===== src/rtl/adder_seq_ctrl.sv =====
// -----------------------------------------------------------------------------
// adder_seq_ctrl
//
// Sequencer for a single full_adder tile performing multi-limb additions,
// one width-bit limb per pass, least significant limb first.  The carry out
// of each limb is held in r_carry and fed back as the carry in of the next.
//
// Optional feature (compile-time macro ADDSEQ_SUB_EN):
//   defined   - adds input req_sub; a request with req_sub=1 computes A-B
//               (operand B inverted per limb, carry into limb 0 forced to 1).
//               res_carry=1 on the last beat means no borrow.
//   undefined - add-only; req_sub does not exist.
//
// Ports:
//   clk, reset         clock, asynchronous active-high reset
//   req_*              operation request (valid/ready, limb count, carry in)
//   op_*               operand limb stream (valid/ready, a, b)
//   res_*              result limb stream (valid/ready, sum, carry, last)
//   busy               controller is not idle
//   fa_a/fa_b          operands presented to the tile
//   fa_carry_in        carry presented to the tile while it is armed
//   fa_carry_listen    tile should consume fa_carry_in
//   fa_on_off          tile enable (high only while executing a limb)
//   fa_c/fa_carry_out  tile sum and carry
//   fa_ack             tile has accepted the carry and its result is valid
// -----------------------------------------------------------------------------
module adder_seq_ctrl #(
    parameter int unsigned width     = 16,
    parameter int unsigned max_words = 4,
    parameter int unsigned cnt_w     = $clog2(max_words) + 1
) (
    input  logic             clk,
    input  logic             reset,
    input  logic             req_valid,
    output logic             req_ready,
    input  logic [cnt_w-1:0] req_words,
    input  logic             req_carry_in,
`ifdef ADDSEQ_SUB_EN
    input  logic             req_sub,
`endif
    input  logic             op_valid,
    output logic             op_ready,
    input  logic [width-1:0] op_a,
    input  logic [width-1:0] op_b,
    output logic             res_valid,
    input  logic             res_ready,
    output logic [width-1:0] res_sum,
    output logic             res_carry,
    output logic             res_last,
    output logic             busy,
    output logic [width-1:0] fa_a,
    output logic [width-1:0] fa_b,
    output logic             fa_carry_in,
    output logic             fa_carry_listen,
    output logic             fa_on_off,
    input  logic [width-1:0] fa_c,
    input  logic             fa_carry_out,
    input  logic             fa_ack
);

    typedef enum logic [1:0] {
        IDLE  = 2'd0,
        FETCH = 2'd1,
        EXEC  = 2'd2,
        RESP  = 2'd3
    } state_t;

    localparam logic [cnt_w-1:0] MAX_W = cnt_w'(max_words);

    state_t           r_state;
    state_t           w_next;

    logic             r_req_ready;
    logic             r_op_ready;
    logic             r_res_valid;

    logic [cnt_w-1:0] r_words;
    logic [cnt_w-1:0] r_idx;
    logic             r_carry;
    logic [width-1:0] r_fa_a;
    logic [width-1:0] r_fa_b;
    logic [width-1:0] r_res_sum;
    logic             r_res_carry;
    logic             r_res_last;
`ifdef ADDSEQ_SUB_EN
    logic             r_sub;
`endif

    logic [cnt_w-1:0] w_words;
    logic             w_req_fire;
    logic             w_op_fire;
    logic             w_res_fire;

    // A limb count of zero or beyond the limit means a full-length operation.
    assign w_words = ((req_words == '0) || (req_words > MAX_W)) ? MAX_W : req_words;

    // The ready/valid registers are only ever high in their own state, so
    // they double as state qualifiers for the handshakes.
    assign w_req_fire = req_valid & r_req_ready;
    assign w_op_fire  = op_valid & r_op_ready;
    assign w_res_fire = r_res_valid & res_ready;

    // State register, with the handshake outputs registered from the next
    // state so they are low during reset and rise one edge after release.
    always_ff @(posedge clk or posedge reset) begin
        if (reset) begin
            r_state     <= IDLE;
            r_req_ready <= 1'b0;
            r_op_ready  <= 1'b0;
            r_res_valid <= 1'b0;
        end else begin
            r_state     <= w_next;
            r_req_ready <= (w_next == IDLE);
            r_op_ready  <= (w_next == FETCH);
            r_res_valid <= (w_next == RESP);
        end
    end

    // Next-state logic.
    always_comb begin
        w_next = r_state;
        unique case (r_state)
            IDLE:  if (w_req_fire) w_next = FETCH;
            FETCH: if (w_op_fire)  w_next = EXEC;
            EXEC:  if (fa_ack)     w_next = RESP;
            RESP:  if (w_res_fire) w_next = r_res_last ? IDLE : FETCH;
            default: w_next = IDLE;
        endcase
    end

    // Datapath registers: request context, tile operands, captured result.
    always_ff @(posedge clk or posedge reset) begin
        if (reset) begin
            r_words     <= '0;
            r_idx       <= '0;
            r_carry     <= 1'b0;
            r_fa_a      <= '0;
            r_fa_b      <= '0;
            r_res_sum   <= '0;
            r_res_carry <= 1'b0;
            r_res_last  <= 1'b0;
`ifdef ADDSEQ_SUB_EN
            r_sub       <= 1'b0;
`endif
        end else begin
            unique case (r_state)
                IDLE: begin
                    if (w_req_fire) begin
                        r_words <= w_words;
                        r_idx   <= '0;
`ifdef ADDSEQ_SUB_EN
                        // Subtraction is A + ~B + 1: the +1 enters as limb 0 carry.
                        r_sub   <= req_sub;
                        r_carry <= req_sub | req_carry_in;
`else
                        r_carry <= req_carry_in;
`endif
                    end
                end
                FETCH: begin
                    if (w_op_fire) begin
                        r_fa_a <= op_a;
`ifdef ADDSEQ_SUB_EN
                        r_fa_b <= r_sub ? ~op_b : op_b;
`else
                        r_fa_b <= op_b;
`endif
                    end
                end
                EXEC: begin
                    if (fa_ack) begin
                        r_res_sum   <= fa_c;
                        r_res_carry <= fa_carry_out;
                        r_carry     <= fa_carry_out;
                        r_res_last  <= (r_idx == (r_words - cnt_w'(1)));
                    end
                end
                RESP: begin
                    if (w_res_fire && !r_res_last) begin
                        r_idx <= r_idx + cnt_w'(1);
                    end
                end
                default: ;
            endcase
        end
    end

    // Output decode.
    always_comb begin
        busy            = (r_state != IDLE);
        fa_on_off       = (r_state == EXEC);
        fa_carry_listen = (r_state == EXEC);
        fa_carry_in     = (r_state == EXEC) ? r_carry : 1'b0;
    end

    assign req_ready = r_req_ready;
    assign op_ready  = r_op_ready;
    assign res_valid = r_res_valid;
    assign res_sum   = r_res_sum;
    assign res_carry = r_res_carry;
    assign res_last  = r_res_last;
    assign fa_a      = r_fa_a;
    assign fa_b      = r_fa_b;

endmodule

===== config.mk =====
export PLATFORM = sky130hd
export DESIGN_NAME = adder_seq_ctrl
export DESIGN_NICKNAME = d
export VERILOG_FILES = /design/src/rtl/adder_seq_ctrl.sv
export SDC_FILE = /design/constraint.sdc
export NUM_CORES = 1
export LEC_CHECK = 0
export ABC_AREA = 1
export ABC_CLOCK_PERIOD_IN_PS = 5760
export BUFFER_PORTS_ARGS = -buffer_cell sky130_fd_sc_hd__buf_2
export CAP_MARGIN = 20
export CORE_UTILIZATION = 40
export CTS_BUF_LIST = sky130_fd_sc_hd__clkbuf_4 sky130_fd_sc_hd__clkbuf_8
export DETAILED_ROUTE_END_ITERATION = 7
export HOLD_SLACK_MARGIN = 0.05
export PLACE_DENSITY = 0.69
export SLEW_MARGIN = 5
export SYNTH_ARGS = -nofsm -noshare
export SYNTH_HDL_FRONTEND = slang
export SYNTH_SLANG_ARGS = --single-unit

===== constraint.sdc =====
create_clock -name clk -period 5.76 [get_ports clk]
set_clock_uncertainty 0.15 [all_clocks]
set_input_delay 1.152 -clock clk [delete_from_list [all_inputs] [get_ports clk]]
set_output_delay 1.152 -clock clk [all_outputs]
set_load 0.005 [all_outputs]

### After elaboration in Yosys (flattened, before gate mapping)

Index checks and enable logic that the tools add are counted.

| word-level totals | value |
|---|---|
| bits in latches | 0 |
| memories kept | 0 |
| bits in registers | 62 |
| output and inout port bits | 57 |
| input bits | 59 |
| memory bits (read-only) | 0 |
| bits in writable memories | 0 |

| cells by class | value |
|---|---|
| $add $sub $neg | 2 |
| bitwise gates (word level) | 3 |
| shift-type cells | 0 |
| $lt $le $gt $ge | 1 |
| div/mod/pow operators | 0 |
| multiply operators | 0 |
| muxes and demuxes | 14 |
| eq/ne operators | 9 |
| reduce and logical (&&, ||, !) cells | 14 |

Operators with widths:

| cell | number |
|---|---|
| 2-to-1 mux 3 bit | 3 |
| 2-to-1 mux 2 bit | 4 |
| case mux 2 bit (4 select lines) | 1 |
| == test 2 bit, second input constant | 3 |
| case mux 3 bit (2 select lines) | 1 |
| AND reduction 2 bit | 3 |
| AND reduction 3 bit | 2 |
| nonzero test 2 bit | 3 |
| == test 2 x 1 -> 1 bit, second input constant | 2 |
| zero test 2 bit | 2 |
| 2-to-1 mux 1 bit | 4 |
| != test 2 bit, second input constant | 2 |
| adder 3 x 1 -> 3 bit, second input constant | 1 |
| bitwise AND 1 bit | 3 |
| == test 3 bit | 1 |
| > comparator 3 bit, second input constant | 1 |
| zero test 3 bit | 1 |
| subtractor 3 x 1 -> 3 bit, second input constant | 1 |
| != test 2 x 1 -> 1 bit, second input constant | 1 |
| case mux 1 bit (2 select lines) | 1 |
| logical AND 1 bit | 1 |
| zero test 1 bit | 1 |
| logical OR 1 bit | 1 |

### Longest topological paths before layout

Gate-level depths: netlist of run 1.

| depth | value |
|---|---|
| depth in word-level cells | 4 |
| gate-level depth with buffers | 9 |
| gate-level depth less buffers | 9 |

### Worst setup path before layout of run 1

OpenSTA, ideal clock, no wires.

| path | value |
|---|---|
| path type | input to register |
| start | input port req_words[0] |
| end | register r_words[0] |
| stages on the path | 5 |
| data arrival time | 1.845 ns |
| required time | 5.489 ns |
| buffers on the path | 0 |
| setup slack | 3.643 ns |
| cell sequence | or2_2 -> ha_1 -> inv_1 -> nand3_1 -> o21ai_1 |

| between the ends | value |
|---|---|
| word-level cells in the longest chain between the ends | 3 |
| elaborated cells on any way between the ends | 4 |
| those cells by class | order compare (1); mux (1); reduce/logical (2) |

Ends and longest elaborated chain:

| element | RTL line | RTL |
|---|---|---|
| start: declaration | 36 | `input logic [cnt_w-1:0] req_words,` |
| > comparator 3 bit / zero test 3 bit (equally long branches) | 95 | `assign w_words = ((req_words == '0) \|\| (req_words > MAX_W)) ? MAX_W : req_words;` |
| logical OR 1 bit | 95 |  |
| 2-to-1 mux 3 bit (*) | 95 |  |
| end signal: assignment | 149 | `r_words <= w_words;` |
| end: declaration | 77 | `logic [cnt_w-1:0] r_words;` |

Mark *: on every way between the ends. The rest lies on a longest branch, timed or not.
A chain may end at the register's enable or synchronous reset.

### Worst setup path after layout of run 1

| path | value |
|---|---|
| start | register r_state[1] |
| end | output port busy |

| between the ends | value |
|---|---|
| word-level cells in the longest chain between the ends | 1 |

Ends and longest elaborated chain:

| element | RTL line | RTL |
|---|---|---|
| start: declaration | 70 | `state_t r_state;` |
| start signal: assignment | 112 | `r_state <= w_next;` |
| nonzero test 2 bit | 190 | `busy = (r_state != IDLE);` |
| end: declaration | 50 | `output logic busy,` |

Every way passes these cells.

==> metrics.txt, run 1 <==
cell count along the critical path=3; Area contributors post-synth=dfrtp_1, nand2_1, inv_1; Power Density=between 400 and 500 nW/um^2; antenna violations before repair=0; Initial DRC Count=72; number of fill cells=637; Worst slew margin=0.488; via density per instance=~4.4; unrepaired setup endpoints after global routing=no; global placement routability congestion=about 0.74; hold path depth=2; CTS root buf=clkbuf_8; commonest cells after routing, fill and taps aside=buf_2, nand2_1, dfrtp_1; FP Rows=29; DIE WIDTH=84.3 um; failing checks=design-rule violations; setup violators final=0; Leakage=about 0.0021 uW; Final Core Density=0.540; syn nets=364; die height=84.3 um; synthesized area=between 2000 and 3000 sq um; crit path time final=2510 ps; clk_lat worst skew=roughly 320 ps; CP max stage delay=460 ps; DR vias=roughly 2,200; crit path cell chain=nor2_1 -> inv_1 -> buf_2; CP max stage cell=dfrtp_1; HP Class=register to register; Resized Gates After CTS=0; DP Wirelength=about 3800 um; Die ar.=approximately 7000 sq um; wire per inst=roughly 11 um; synth-to-layout area growth=28.6%; first-pass GRT wire length=between 9000 and 10,000 um; multi-input combinational cell area=~860 sq um; largest net degree at the start of global routing=66; f_max=398 MHz; Inserted Diodes=0; # DRC=14; First-pass DRT Iterations=6; post-synthesis sequential area ratio=0.573; number of buffers created by CTS=9; number of global-route vias before repair=between 2,000 and 2,500; Post-Syn Instances=302; worst endpoint data arrival time=around 1200 ps; cell area after layout=roughly 3500 sq um; crit-path max FO=6; total clock sinks=62; CP Launch Type=register; Finished Layout Cells=500; CTS max path bufs=2; number of port buffers=~120; Max-Cap Viols=0; Final Hold Fails=0; H-tree depth=3; Total Neg Setup Slack=0 ps; Mean Syn Cell Area=8.97 sq um; Ys Warns=0; Crit Path Category=register to primary output; Post-Place Cells=approximately 490; Synth Register Bits=62; layout cells sized above 1=0.381; CP Capture Type=primary output; top cell type's share of synthesized area=0.573; outcome=finished with violations; fin crit share=0.436; most common cell after layout, fill and taps aside=buf_2; Final ANT Viol Nets=0; Hold Buf Count CTS=0; GR Overflow Total=0; max-slew violation count=0; Post-CTS Setup Bufs=0; IO Count=roughly 120; worst-margin pin slew=just under 800 ps; clk slew on worst S/H paths=about 60 ps; FF-to-FF path depth=7; routed wire length=approximately 5600 um; CP top delay family=flip-flops; core area=between 6000 and 7000 sq um; Seq. cell area=1550 sq um; Netlist cell types=19; placed cell areas=~3300 sq um; maximum vdd drop=0.249 mV; critical path required time=4460 ps; Total Routing Usage GR=0.169; crit path buf inv count=2; CTS tree=built; nets=481; post-synth top area cell=dfrtp_1; Initial Util=0.419
## routing by layer
| layer | up-vias | GRT usage | part of all wire | wire length (um) |
|---|---|---|---|---|
| li1 | 1147 | - | - | - |
| met1 | 1003 | 0.199 | 0.45 | 2520 |
| met2 | 69 | 0.285 | 0.48 | 2660 |
| met3 | 5 | 0.0600 | 0.059 | 329 |
| met4 | 0 | 0.0596 | 0.0079 | 44 |
| met5 | - | 0 | 0 | 0 |
## worst min-delay path: stages, from the launching register on
cell and delay, ps:
dfrtp_1 340, nand2_1 50, nand2_1 60
## stage by stage
stage	worst slack, ps	hold WS, ps	power [uW]
3_5_place_dp	3260	314	1360
3_3_place_gp	3270	308	1340
2_1_floorplan	2920	322	1110
5_1_grt	3140	353	1860
4_1_cts	3220	331	1740
6_report	3250	324	1720
## final timing paths
check	start	endpoint	slack (ps)
setup / recovery	r_state[1]	busy	3250
hold / removal	res_sum[6]	res_sum[6]	320
setup reg to reg	r_state[0]	res_last	3980
hold reg to reg	res_sum[6]	res_sum[6]	320
max in group asynchronous	reset	fa_b[14]	4070
min in group asynchronous	reset	fa_b[4]	890
## where the power goes
group          total, uW  internal [uW]  switching, uW
combinational        600            277            323
sequential           743            630            114
clock                375            213            162
## registers in the layout, indices dropped and copies added, names as in the netlist
register,cells
r_words,3
r_state,2
req_ready,1
r_carry,1
res_valid,1
fa_a,16
res_sum,16
res_last,1
fa_b,16
r_idx,3
res_carry,1
op_ready,1
## synthesized netlist by cell type
cell type	number
buf_2	2
dfrtp_1	62
nand3_1	11
inv_1	48
o21ai_1	13
nand2_1	107
nor2_1	8
xnor2_1	1
o21ai_2	20
ha_1	3
xor2_1	1
buf_4	2
o21ai_0	7
nand3_2	1
inv_2	4
buf_6	7
nand4_1	2
or2_2	1
nand2_2	2
## cell families (layout without fill, tap and decap cells)
kind of cell	count (synthesis)	count (layout)	share of synthesized area
simple gates	132	132	0.195
compound gates	40	40	0.102
xor+xnor	2	2	0.00647
fa+ha+maj	3	3	0.0139
flops	62	62	0.573
buf+inv	63	184	0.110
## layout make-up
class | count | area share
clock buffers | 11 | 0.0417
flip-flops and latches | 62 | 0.445
multi-input cells | 177 | 0.246
repair buffers | 117 | 0.169
inverters | 52 | 0.0560
well taps | 77 | 0.0276
clock inverters | 4 | 0.0136
Note: power is estimated with default switching activity, not from simulation.
==> run 2, diff against run 1 <==
- ABC_CLOCK_PERIOD_IN_PS: 5760 -> 2500
- clock period: 5.76 -> 2.5 ns (I/O delays scaled with it)
==> run 2 against run 1 <==
Net effect:
- the run still ends with design-rule violations left
- cell count up 0.80%
- utilization up 1.6 points
- first-iteration DRC count down 9.7%
- highest routed layer unchanged
==> metrics.txt, run 2 (same netlist as run 1, synthesis figures left out) <==
P_int=roughly 2800 uW; H-tree depth=3; First-pass DRT Iterations=6; Finished Layout Cells=a little over 500; sw frac=0.325; FF-to-FF Start=r_state[1]; commonest cells after routing, fill and taps aside=buf_2, nand2_1, dfrtp_1; CTS max path bufs=2; clk slew on worst S/H paths=about 70 ps; HP Class=input pin to register; number of buffers created by CTS=9; clk_lat worst skew=330 ps; f_max=roughly 540 MHz; Initial DRC Count=65; Worst slew margin=0.680; Max-Cap Viols=0; Worst R2R Setup Slack=between 700 and 800 ps; CP Launch Type=register; Clk pwr share=0.262; outcome=finished with violations; most used routing layer=met2; fin crit share=0.745; number of fill cells=between 600 and 700; Min-Delay Startpoint=fa_c[0]; global placement routability congestion=0.764; hold path depth=3; critical path required time=1850 ps; CTS tree=built; total clock sinks=62; FP Rows=29; unrepaired setup endpoints after global routing=no; most common cell after layout, fill and taps aside=buf_2; setup violators final=0; DR vias=2,233; Post-Place Cells=487; first-pass GRT wire length=between 9000 and 10,000 um; CP Capture Type=primary output; Post-CTS Setup Bufs=0; maximum vdd drop=approximately 0.46 mV; max-slew violation count=0; # DRC=14; wire per inst=between 10 and 15 um; Power Density=between 1000 and 1500 nW/um^2; CTS root buf=clkbuf_8; worst endpoint data arrival time=around 1200 ps; DP Wirelength=4110 um; hold endpoint=res_sum[0]; number of global-route vias before repair=2,217; Comb pwr share=0.330; Crit Path Category=register to primary output; crit-path max FO=6; Die ar.=slightly above 7000 sq um; largest net degree at the start of global routing=57; crit path time final=1860 ps; GRT met3 Usage=0.0511; routed wire length=about 5500 um; DIE WIDTH=about 84 um; met1 usage=0.210; switching power total=between 1000 and 1500 uW; met2 usage=0.285; worst-margin pin slew=about 480 ps; Final ANT Viol Nets=0; failing checks=design-rule violations; nets=approximately 480; synth-to-layout area growth=32.4%; Final Core Density=0.555; Leakage=between 0.002 and 0.0025 uW; worst r2r dst=fa_b[4]; antenna violations before repair=0; Seq pwr share=0.408; IO Count=roughly 120; Final Hold Fails=0; Total Routing Usage GR=0.172; layout cells sized above 1=0.384; GR Overflow Total=0; core area=around 6500 sq um; via density per instance=~4.4; Total Neg Setup Slack=0 ps; PnR Total Power=~4200 uW; Inserted Diodes=0; die height=~84 um; Worst setup startpoint=r_state[1]; Initial Util=0.419; FF-to-FF path depth=5; number of port buffers=around 120
-- run 2: critical path: stages (launching register included) --
cell and delay (ps):
dfrtp_1 460, nor2_1 230, inv_1 80, buf_2 130
-- run 2: worst max-delay path by stage --
stage | end | slack (ps) | cells after the start
floorplan | fa_a[0] | 310 | 1
global placement | fa_a[12] | 750 | 5
detailed placement | fa_a[12] | 670 | 5
CTS | busy | 620 | 3
global route | fa_carry_in | 550 | 4
finish | busy | 640 | 3
-- run 2: area by class of cell --
class,count,area (sq um),area share
Inverter,52,195,0.0544
Sequential cell,62,1550,0.433
Multi-Input combinational cell,177,858,0.239
Clock buffer,13,166,0.0464
Timing Repair Buffer,120,628,0.175
Tap cell,77,96.3,0.0269
Clock inverter,3,90.1,0.0251
-- run 2: power by group through the flow --
stage               combinational, uW  clock (uW)  sequential [uW]
global placement                 1360           0             1720
floorplan                         806           0             1740
CTS                              1420        1130             1720
detailed placement               1420           0             1730
global route                     1610        1190             1770
finish                           1390        1100             1720
-- run 2: layer usage --
metal,share of wire,wire length [um],up-vias
met4,0.012,66,0
met2,0.47,2590,70
met1,0.46,2520,1000
met3,0.062,340,9
li1,-,-,1154
met5,0,0,-
-- run 2: timing repair --
item	in CTS	in global routing
hold endpoints to repair	18	0
hold buffers	1	0
resized for setup	0	0
setup endpoints to repair	0	0
-- run 2: stage by stage --
step	setup slack (ps)	hold slack (ps)	cell area, sq um
finish	639	213	3590
global route	549	207	3590
CTS	618	199	3590
detailed placement	673	313	3320
global placement	746	309	3320
floorplan	309	322	2710
